File: src/rtl/pixel_pkg.sv
// -----------------------------------------------------------------------------
// pixel_pkg
// Shared types and default constants for the frame-buffer pixel writer.
//   pixel_t     : one queued BRAM write (linear word address + {r,g,b})
//   fbw_state_t : writer FSM states
//   H_RES_DEF / V_RES_DEF : default frame geometry
//   PIX_ADDR_W  : address width stored per FIFO entry
// -----------------------------------------------------------------------------
package pixel_pkg;

  localparam int H_RES_DEF  = 320;
  localparam int V_RES_DEF  = 180;
  localparam int PIX_ADDR_W = 16;

  typedef struct packed {
    logic [PIX_ADDR_W-1:0] addr;
    logic [11:0]           rgb;
  } pixel_t;

  typedef enum logic [1:0] {
    IDLE = 2'd0,
    RUN  = 2'd1,
    DONE = 2'd2
  } fbw_state_t;

endpackage

File: src/rtl/pixel_fifo.sv
// -----------------------------------------------------------------------------
// pixel_fifo
// Synchronous FIFO of pixel_t entries. Push and pop in the same cycle are legal
// even when full (the head is read out before the slot is overwritten).
// Ports:
//   clk_in, rst_in     clock, synchronous active-low reset
//   flush_in           empties the FIFO (pointer reset)
//   push_in, push_data_in  write one entry
//   pop_in             retire the head entry
//   head_out           current head (valid only when !empty_out)
//   full_out, empty_out status
// -----------------------------------------------------------------------------
module pixel_fifo
  import pixel_pkg::*;
#(
  parameter int DEPTH = 16
) (
  input  logic   clk_in,
  input  logic   rst_in,
  input  logic   flush_in,
  input  logic   push_in,
  input  pixel_t push_data_in,
  input  logic   pop_in,
  output pixel_t head_out,
  output logic   full_out,
  output logic   empty_out
);

  localparam int PTR_W = $clog2(DEPTH);

  // One extra pointer bit distinguishes full from empty when indices match.
  logic [PTR_W:0] wr_ptr;
  logic [PTR_W:0] rd_ptr;
  pixel_t         mem [DEPTH];
  logic           do_push;
  logic           do_pop;

  assign empty_out = (wr_ptr == rd_ptr);
  assign full_out  = (wr_ptr[PTR_W] != rd_ptr[PTR_W]) &&
                     (wr_ptr[PTR_W-1:0] == rd_ptr[PTR_W-1:0]);
  assign head_out  = mem[rd_ptr[PTR_W-1:0]];

  assign do_pop  = pop_in && !empty_out;
  assign do_push = push_in && (!full_out || do_pop);

  // NOTE: sequential state uses non-blocking assignments so every register
  // samples the pre-edge values of the others.
  always_ff @(posedge clk_in) begin
    if (!rst_in || flush_in) begin
      wr_ptr <= '0;
      rd_ptr <= '0;
    end else begin
      if (do_push) wr_ptr <= wr_ptr + 1'b1;
      if (do_pop)  rd_ptr <= rd_ptr + 1'b1;
    end
  end

  // NOTE: storage is deliberately not reset; the pointers define which entries
  // are meaningful, and leaving the array reset-free lets it map to LUT-RAM.
  always_ff @(posedge clk_in) begin
    if (do_push) mem[wr_ptr[PTR_W-1:0]] <= push_data_in;
  end

endmodule

File: src/rtl/framebuffer_pixel_writer.sv
// -----------------------------------------------------------------------------
// framebuffer_pixel_writer
// Sink for the shading-pipeline pixel stream. In-range beats are converted to a
// linear address (y*H_RES + x), queued in a small FIFO, and written to the
// frame-buffer BRAM whenever the write port is granted. Counts writes and
// pulses frame_done_out when a full frame has been stored.
// Ports:
//   clk_in, rst_in          clock, synchronous active-low reset
//   frame_start_in          arms the writer (IDLE only)
//   x_in, y_in, r/g/b_in, rgb_valid_in  incoming pixel beat (no backpressure)
//   fb_ready_in             BRAM write port granted this cycle
//   fb_addr_out, fb_data_out, fb_we_out  BRAM write port
//   frame_done_out          one-cycle pulse per completed frame
//   busy_out                high while collecting a frame
//   overflow_out, oob_out   sticky drop flags (FIFO full / coordinate range)
// Optional build macro FB_DOUBLE_BUFFER_EN adds fb_bank_out / disp_bank_out,
// swapping banks at every completed frame.
// -----------------------------------------------------------------------------
module framebuffer_pixel_writer
  import pixel_pkg::*;
#(
  parameter int H_RES      = H_RES_DEF,
  parameter int V_RES      = V_RES_DEF,
  parameter int FIFO_DEPTH = 16,
  parameter int ADDR_W     = PIX_ADDR_W   // must not exceed PIX_ADDR_W
) (
  input  logic              clk_in,
  input  logic              rst_in,
  input  logic              frame_start_in,
  input  logic [10:0]       x_in,
  input  logic [10:0]       y_in,
  input  logic [3:0]        r_in,
  input  logic [3:0]        g_in,
  input  logic [3:0]        b_in,
  input  logic              rgb_valid_in,
  input  logic              fb_ready_in,
  output logic [ADDR_W-1:0] fb_addr_out,
  output logic [11:0]       fb_data_out,
  output logic              fb_we_out,
  output logic              frame_done_out,
  output logic              busy_out,
  output logic              overflow_out,
  output logic              oob_out
`ifdef FB_DOUBLE_BUFFER_EN
  ,
  output logic              fb_bank_out,
  output logic              disp_bank_out
`endif
);

  localparam int FRAME_PIX = H_RES * V_RES;

  fbw_state_t        state;
  logic [ADDR_W-1:0] pix_count;
  pixel_t            hold_q;
  pixel_t            push_pix;
  pixel_t            head_pix;
  pixel_t            out_pix;
  logic              fifo_full;
  logic              fifo_empty;
  logic              in_run;
  logic              in_range;
  logic              beat_ok;
  logic              push;
  logic              pop;
  logic              flush;
  logic              last_write;
  logic [21:0]       lin_addr;

  assign in_run   = (state == RUN);
  assign in_range = (int'(x_in) < H_RES) && (int'(y_in) < V_RES);
  assign beat_ok  = in_run && rgb_valid_in && in_range;

  // 22 bits hold 2047*H_RES + 2047 for any H_RES up to 2048; the stored
  // address is this value truncated.
  assign lin_addr = 22'(y_in) * 22'(H_RES) + 22'(x_in);

  assign push_pix.addr = PIX_ADDR_W'(ADDR_W'(lin_addr));
  assign push_pix.rgb  = {r_in, g_in, b_in};

  assign pop   = !fifo_empty && fb_ready_in;
  // A full FIFO can still accept when the head leaves in the same cycle.
  assign push  = beat_ok && (!fifo_full || pop);
  // Leftover entries from a previous frame are discarded on the next arm.
  assign flush = (state == IDLE) && frame_start_in;

  assign last_write = in_run && pop && (pix_count == ADDR_W'(FRAME_PIX - 1));

  pixel_fifo #(
    .DEPTH(FIFO_DEPTH)
  ) u_fifo (
    .clk_in      (clk_in),
    .rst_in      (rst_in),
    .flush_in    (flush),
    .push_in     (push),
    .push_data_in(push_pix),
    .pop_in      (pop),
    .head_out    (head_pix),
    .full_out    (fifo_full),
    .empty_out   (fifo_empty)
  );

  // The BRAM port shows the head while data is queued and otherwise keeps the
  // last head it presented, so the bus does not wander when idle.
  assign out_pix     = fifo_empty ? hold_q : head_pix;
  assign fb_addr_out = ADDR_W'(out_pix.addr);
  assign fb_data_out = out_pix.rgb;
  assign fb_we_out   = pop;

  assign frame_done_out = (state == DONE);
  assign busy_out       = in_run;

  always_ff @(posedge clk_in) begin
    if (!rst_in) begin
      state        <= IDLE;
      pix_count    <= '0;
      hold_q       <= '0;
      overflow_out <= 1'b0;
      oob_out      <= 1'b0;
    end else begin
      if (!fifo_empty) hold_q <= head_pix;

      if (in_run && rgb_valid_in && !in_range) oob_out <= 1'b1;
      if (beat_ok && fifo_full && !pop)        overflow_out <= 1'b1;

      case (state)
        IDLE: begin
          if (frame_start_in) begin
            state     <= RUN;
            pix_count <= '0;
          end
        end
        RUN: begin
          if (last_write) begin
            state     <= DONE;
            pix_count <= '0;
          end else if (pop) begin
            pix_count <= pix_count + 1'b1;
          end
        end
        DONE:    state <= IDLE;
        default: state <= IDLE;
      endcase
    end
  end

`ifdef FB_DOUBLE_BUFFER_EN
  always_ff @(posedge clk_in) begin
    if (!rst_in)             fb_bank_out <= 1'b0;
    else if (state == DONE)  fb_bank_out <= ~fb_bank_out;
  end

  assign disp_bank_out = ~fb_bank_out;
`endif

endmodule

File: config.mk
export PLATFORM = sky130hd
export DESIGN_NAME = framebuffer_pixel_writer
export DESIGN_NICKNAME = d
export VERILOG_FILES = /design/src/rtl/pixel_pkg.sv /design/src/rtl/pixel_fifo.sv /design/src/rtl/framebuffer_pixel_writer.sv
export SDC_FILE = /design/constraint.sdc
export NUM_CORES = 1
export LEC_CHECK = 0
export BUFFER_PORTS_ARGS = -buffer_cell sky130_fd_sc_hd__buf_2
export CORE_AREA = 10 10 224 226
export CTS_CLUSTER_SIZE = 16
export DETAILED_ROUTE_END_ITERATION = 16
export DIE_AREA = 0 0 234 236
export PLACE_DENSITY_LB_ADDON = 0.08
export RECOVER_POWER = 25
export SETUP_SLACK_MARGIN = 0.3
export SLEW_MARGIN = 10
export SYNTH_ARGS = -nofsm -noshare
export SYNTH_HDL_FRONTEND = slang
export SYNTH_SLANG_ARGS = --single-unit
File: constraint.sdc
create_clock -name clk_in -period 11.3 [get_ports clk_in]
set_input_delay 3.39 -clock clk_in [delete_from_list [all_inputs] [get_ports clk_in]]
set_output_delay 3.39 -clock clk_in [all_outputs]
set_load 0.01 [all_outputs]
After elaboration in Yosys (flattened, before gate mapping)
Memory sizes are Yosys's and may differ from the RTL's. A register that Yosys moved wholly into a read port is not among the register bits.
Cells that the tools add are included.

storage, ports and cells
  memory bits (writable) = 448
  memories = 1
  flip-flop bits (word level) = 58

memory list
  name        words  width  rd ports  clocked after Yosys merged registers in  wr ports  line              text
  u_fifo.mem  16     28     1         1                                        1         pixel_fifo.sv:34  pixel_t mem [DEPTH];

cells by class
  reduce and logical (&&, ||, !) cells = 26
  add/subtract/negate cells = 4
  mux-type cells = 12
  multipliers = 1
  magnitude comparators = 2
  equality and inequality tests = 9

operators with widths
  cell                     count
  $mux W16                 3
  $pmux W16 S2             1
  $mux W28                 1
  $add A16 B1 Y16 const B  1
  $add A16 B11 Y16         1
  $eq A16 B16 Y1 const B   1
  $logic_and A1 B1 Y1      14
  $lt A11 B8 Y1 const B    1
  $lt A11 B9 Y1 const B    1
  $mul A11 B3 Y10 const B  1
  $add A5 B1 Y5 const B    2
  $mux W4                  2
  $eq A5 B5 Y1             1
  $logic_not A1 Y1         5
  $eq A4 B4 Y1             1
  $mux W2                  2
  $pmux W2 S2              1
  $logic_or A1 B1 Y1       3
  $ne A3 B1 Y1 const B     1
  $reduce_and A3 Y1        1
  $eq A2 B1 Y1 const B     1
  $eq A2 B2 Y1 const B     1
  $logic_not A2 Y1         1
  $mux W1                  2
  5 further kinds          5

Longest topological paths before layout
  depth in word-level cells = 8
  mapped depth = 8

Cells and area by module
A second synthesis with hierarchy kept.

second synthesis, totals
  cell total of the unflattened synthesis = 989
  area, all modules = 20344.5 um^2

modules (own cells, without submodules)
  module                    area an instance (um^2)  cells an instance  times used
  pixel_fifo                17563.1                  706                1
  framebuffer_pixel_writer  2781.4                   283                1

Worst setup path after synthesis
No wires, ideal clock.

  path kind = input -> output
  start point = input port fb_ready_in
  end point = output port fb_we_out
  arrival time = 3745 ps
  stages = 2
  setup slack = 4165 ps
  buffers on the path = 0
  cell sequence = o21ai_1 > inv_1

between the ends
  word-level cells in the longest chain between the ends = 1

RTL lines
  what                 line                            text
  start: declaration   framebuffer_pixel_writer.sv:36  input logic fb_ready_in,
  $logic_and A1 B1 Y1  framebuffer_pixel_writer.sv:81  assign pop = !fifo_empty && fb_ready_in;
  end: declaration     framebuffer_pixel_writer.sv:39  output logic fb_we_out,

No other way between the ends.

Final worst setup path
Ends and elaborated chain as after synthesis.

==> results.tsv <==
metric	value	unit
worst supply voltage drop on vdd	0.0920	mV
CP required	7910	ps
root buffer cell	sky130_fd_sc_hd__clkbuf_16	
Post-Syn Instances	1002	
number of cells on the worst hold path	1	
total global-route track usage	16.4	%
Warnings, synthesis	0	
total overflow reported by the global router	0	
outcome	finished, final reports clean	
number of buffers on the longest clock path	3	
Die Outline Area	55200	µm²
first-pass GRT wire length	67.2	mm
number of antenna violations at the first check in global routing	0	
total power per unit cell area	170	nW/µm²
Setup Buffers After CTS	0	
clock insertion delay at the later pin of the skew report	580	ps
share of async-settable or async-resettable flops after synthesis	0	%
final hold slack	488	ps
number of global-route vias before repair	10500	
1st-pass router iterations	5	
Worst R2R Setup Slack	7820	ps
relative max-transition margin	18.5	%
Core Footprint	45900	µm²
final core area utilization	50.6	%
Clock Power Share	43.5	%
layout overhead on the synthesized area	14.5	%
nature of the critical path startpoint	input port	
Setup violations, final	0	
RSZ-0062 raised after global routing	no	
dominant register cell in the synthesized netlist	sky130_fd_sc_hd__edfxtp_1	
endpoint type of the worst setup path	output pin	
Worst Path Max Fanout	8	
leading cell types by count after synthesis	448 x sky130_fd_sc_hd__edfxtp_1, 140 x sky130_fd_sc_hd__mux4_2, 62 x sky130_fd_sc_hd__dfxtp_1, 31 x sky130_fd_sc_hd__and2_1	
share of total power in sequential cells	53.2	%
Worst Reg-to-Reg Cells	5	
DRC violations left	0	
hold_buf cts	0	
Slew @ Worst Pin	1210	ps
final worst-path cycle share	66.0	%
Yosys cell types	55	
capture point of the worst reg-to-reg path	hold_q[24]$_SDFF_PN0_	
Design Area, Final	23200	µm²
critical path class	in -> out	
Maximum Capacitance Violations	0	
H-tree depth	2	
critical path's most frequent cell	sky130_fd_sc_hd__buf_2	
final instance count without filler cells	1761	
netlist area before placement	20300	µm²
area used by multi-input combinational logic	5420	µm²
peak clock frequency supported by timing	134	MHz
slowest cell on the critical path	sky130_fd_sc_hd__o21ai_1	
most area-consuming cells after synthesis	sky130_fd_sc_hd__edfxtp_1 66%, sky130_fd_sc_hd__mux4_2 16%, sky130_fd_sc_hd__dfxtp_1 6.1%	
number of instances resized during post-cts repair	0	
total CTS buffers	53	
P_sw	797	µW
post-synthesis cell type with the largest combined area	sky130_fd_sc_hd__edfxtp_1	
Wirelength per Cell	25.3	µm
input/output buffers	71	
number of DRC markers after the initial detailed-route iteration	673	
CTS tree	built	
Avg Vias per Cell	5.53	
total nets after synthesis	1067	
Post-Syn Area per Cell	20.2	µm²
combinational share of power	3.3	%
share of the synthesized area in the top cell type	66.3	%
die height	236	µm
internal power	3150	µW
worst hold path class	reg -> reg	
cell-by-cell listing of the critical path	buf_2 -> o21ai_1 -> inv_1 -> buf_2	
antenna viol nets, final	0	
Setup TNS	0	ps
number of synthesized register bits	510	
starting density of the core	44.2	%
pin count of the biggest net entering global routing	71	
number of vias after detailed routing	9738	
Chip Width	234	µm
crit path buf inv count	3	
cell family with the largest share of critical-path delay	buffers and inverters	
Total Routed Length	44.5	mm
leakage power	0.00740	µW
number of fill cells	3745	
sequential-to-total area share from yosys stat	72.5	%
Slowest Stage Delay on Critical Path	320	ps
net switching fraction of the power	20.2	%
clock period minus worst slack	7460	ps
Post-DP Area	21500	µm²
standard-cell row count	79	
cell count after placement	1661	
clock transition at the register clock pins on the worst setup and hold paths after CTS	60	ps
fraction of final layout cells with drive strength greater than 1	30.6	%
endpoint with the worst hold slack	overflow_out$_SDFFE_PN0P_	
HPWL after detailed placement	23.8	mm
number of ports placed on the die boundary	72	
sequential cell area	14700	µm²
count leader, synth	sky130_fd_sc_hd__edfxtp_1	
antenna diode count	0	
sink count of the clock tree	510	
setup clock skew after layout	12.9	ps
placer congestion estimate	0.736	
Final #Nets	1174	
data arrival time of the critical path	4070	ps
beginning of the worst hold path	overflow_out$_SDFFE_PN0P_	
Hold Fails Final Rpt	0	
max-slew violation count	0	
number of enable-type register cells in the synthesized netlist	448	
[logic make-up (layout without fill, tap and decap cells)]
logic type,Yosys count,count (layout),synth area share [%]
flip-flops,510,510,72.5
multiplexers,169,169,17.2
AND/OR/NAND/NOR,141,141,3.75
AO/OA/AOI/OAI,63,63,2.07
buffers and inverters,61,213,1.51
XOR/XNOR,32,32,1.38
adder cells (fa/ha/maj),26,26,1.68
[power groups by stage]
stage	Combinational [µW]	Sequential, µW	Clock (µW)
6_report	132	2100	1720
5_1_grt	151	2100	1830
4_1_cts	132	2100	1760
3_5_place_dp	132	2140	0
3_3_place_gp	127	2140	0
2_1_floorplan	75.2	2140	0
[stage by stage]
step                total power [µW]  setup WS, ps
detailed placement              2270          3830
finish                          3950          3840
global placement                2270          3890
floorplan                       2220          4170
CTS                             4000          3770
global route                    4090          3590
[registers in the layout (all words and copies together), names as in the netlist, named ones only]
| signal | cells |
|---|---|
| pix_count | 16 |
| state | 2 |
| overflow_out | 1 |
| oob_out | 1 |
| u_fifo.rd_ptr | 5 |
| u_fifo.mem | 448 |
| u_fifo.wr_ptr | 5 |
| hold_q | 28 |
[cell type report]
type	count	area share, %
clock buffers	82	6.75
clock inverters	18	0.712
inverters	15	0.243
multi-input cells	431	23.4
flip-flops and latches	510	63.3
well taps	607	3.27
repair buffers	98	2.31
[how the worst max path moves through the flow]
stage | startpoint | to | cells after the start
after floorplan | fb_ready_in | fb_we_out | 2
after global placement | fb_ready_in | fb_we_out | 4
after detailed placement | fb_ready_in | fb_we_out | 4
after CTS | register | fb_addr_out[6] | 5
after global routing | register | fb_addr_out[12] | 5
final | fb_ready_in | fb_we_out | 4
[worst reg2reg max path, delay by kind of cell, from the launching register on]
family	cells	cell delay [ps]
muxes	3	1430
DFF	1	940
buffers and inverters	1	850
and+or+nand+nor	1	160
[cells in the final DEF, fill, tap and decap left out, types with 4 or more instances in the layout]
cell                        count
sky130_fd_sc_hd__clkinv_2      11
sky130_fd_sc_hd__nor3_2         4
sky130_fd_sc_hd__xnor2_1       21
sky130_fd_sc_hd__a211oi_1       9
sky130_fd_sc_hd__o21ai_0        6
sky130_fd_sc_hd__edfxtp_1     448
sky130_fd_sc_hd__xor2_1         8
sky130_fd_sc_hd__clkinv_1       4
sky130_fd_sc_hd__inv_1         14
sky130_fd_sc_hd__nand4_1        4
sky130_fd_sc_hd__nand2b_1       5
sky130_fd_sc_hd__buf_4         27
sky130_fd_sc_hd__buf_2         54
sky130_fd_sc_hd__a2111oi_0      4
sky130_fd_sc_hd__nand3_1        8
sky130_fd_sc_hd__clkbuf_16     55
sky130_fd_sc_hd__mux2_2        28
sky130_fd_sc_hd__nor2_1        12
sky130_fd_sc_hd__a21oi_1       18
sky130_fd_sc_hd__nor3_1        17
sky130_fd_sc_hd__o31ai_1        5
sky130_fd_sc_hd__clkbuf_8       9
sky130_fd_sc_hd__dfxtp_1       58
sky130_fd_sc_hd__or4_1          5
sky130_fd_sc_hd__clkbuf_1      35
sky130_fd_sc_hd__nor2_4        12
sky130_fd_sc_hd__and2_1        31
sky130_fd_sc_hd__o21ai_1        4
sky130_fd_sc_hd__nand2_1       22
sky130_fd_sc_hd__mux4_2       140
sky130_fd_sc_hd__ha_1          24
[layer usage]
layer / up-vias / global-route usage (%) / part of all wire, %
li1: 4339 / - / -
met1: 5150 / 21.5 / 43
met2: 197 / 27.8 / 51
met3: 52 / 2.47 / 3.9
met4: 0 / 4.30 / 1.6
met5: - / 0 / 0
Power figures use the tool's default switching activity.
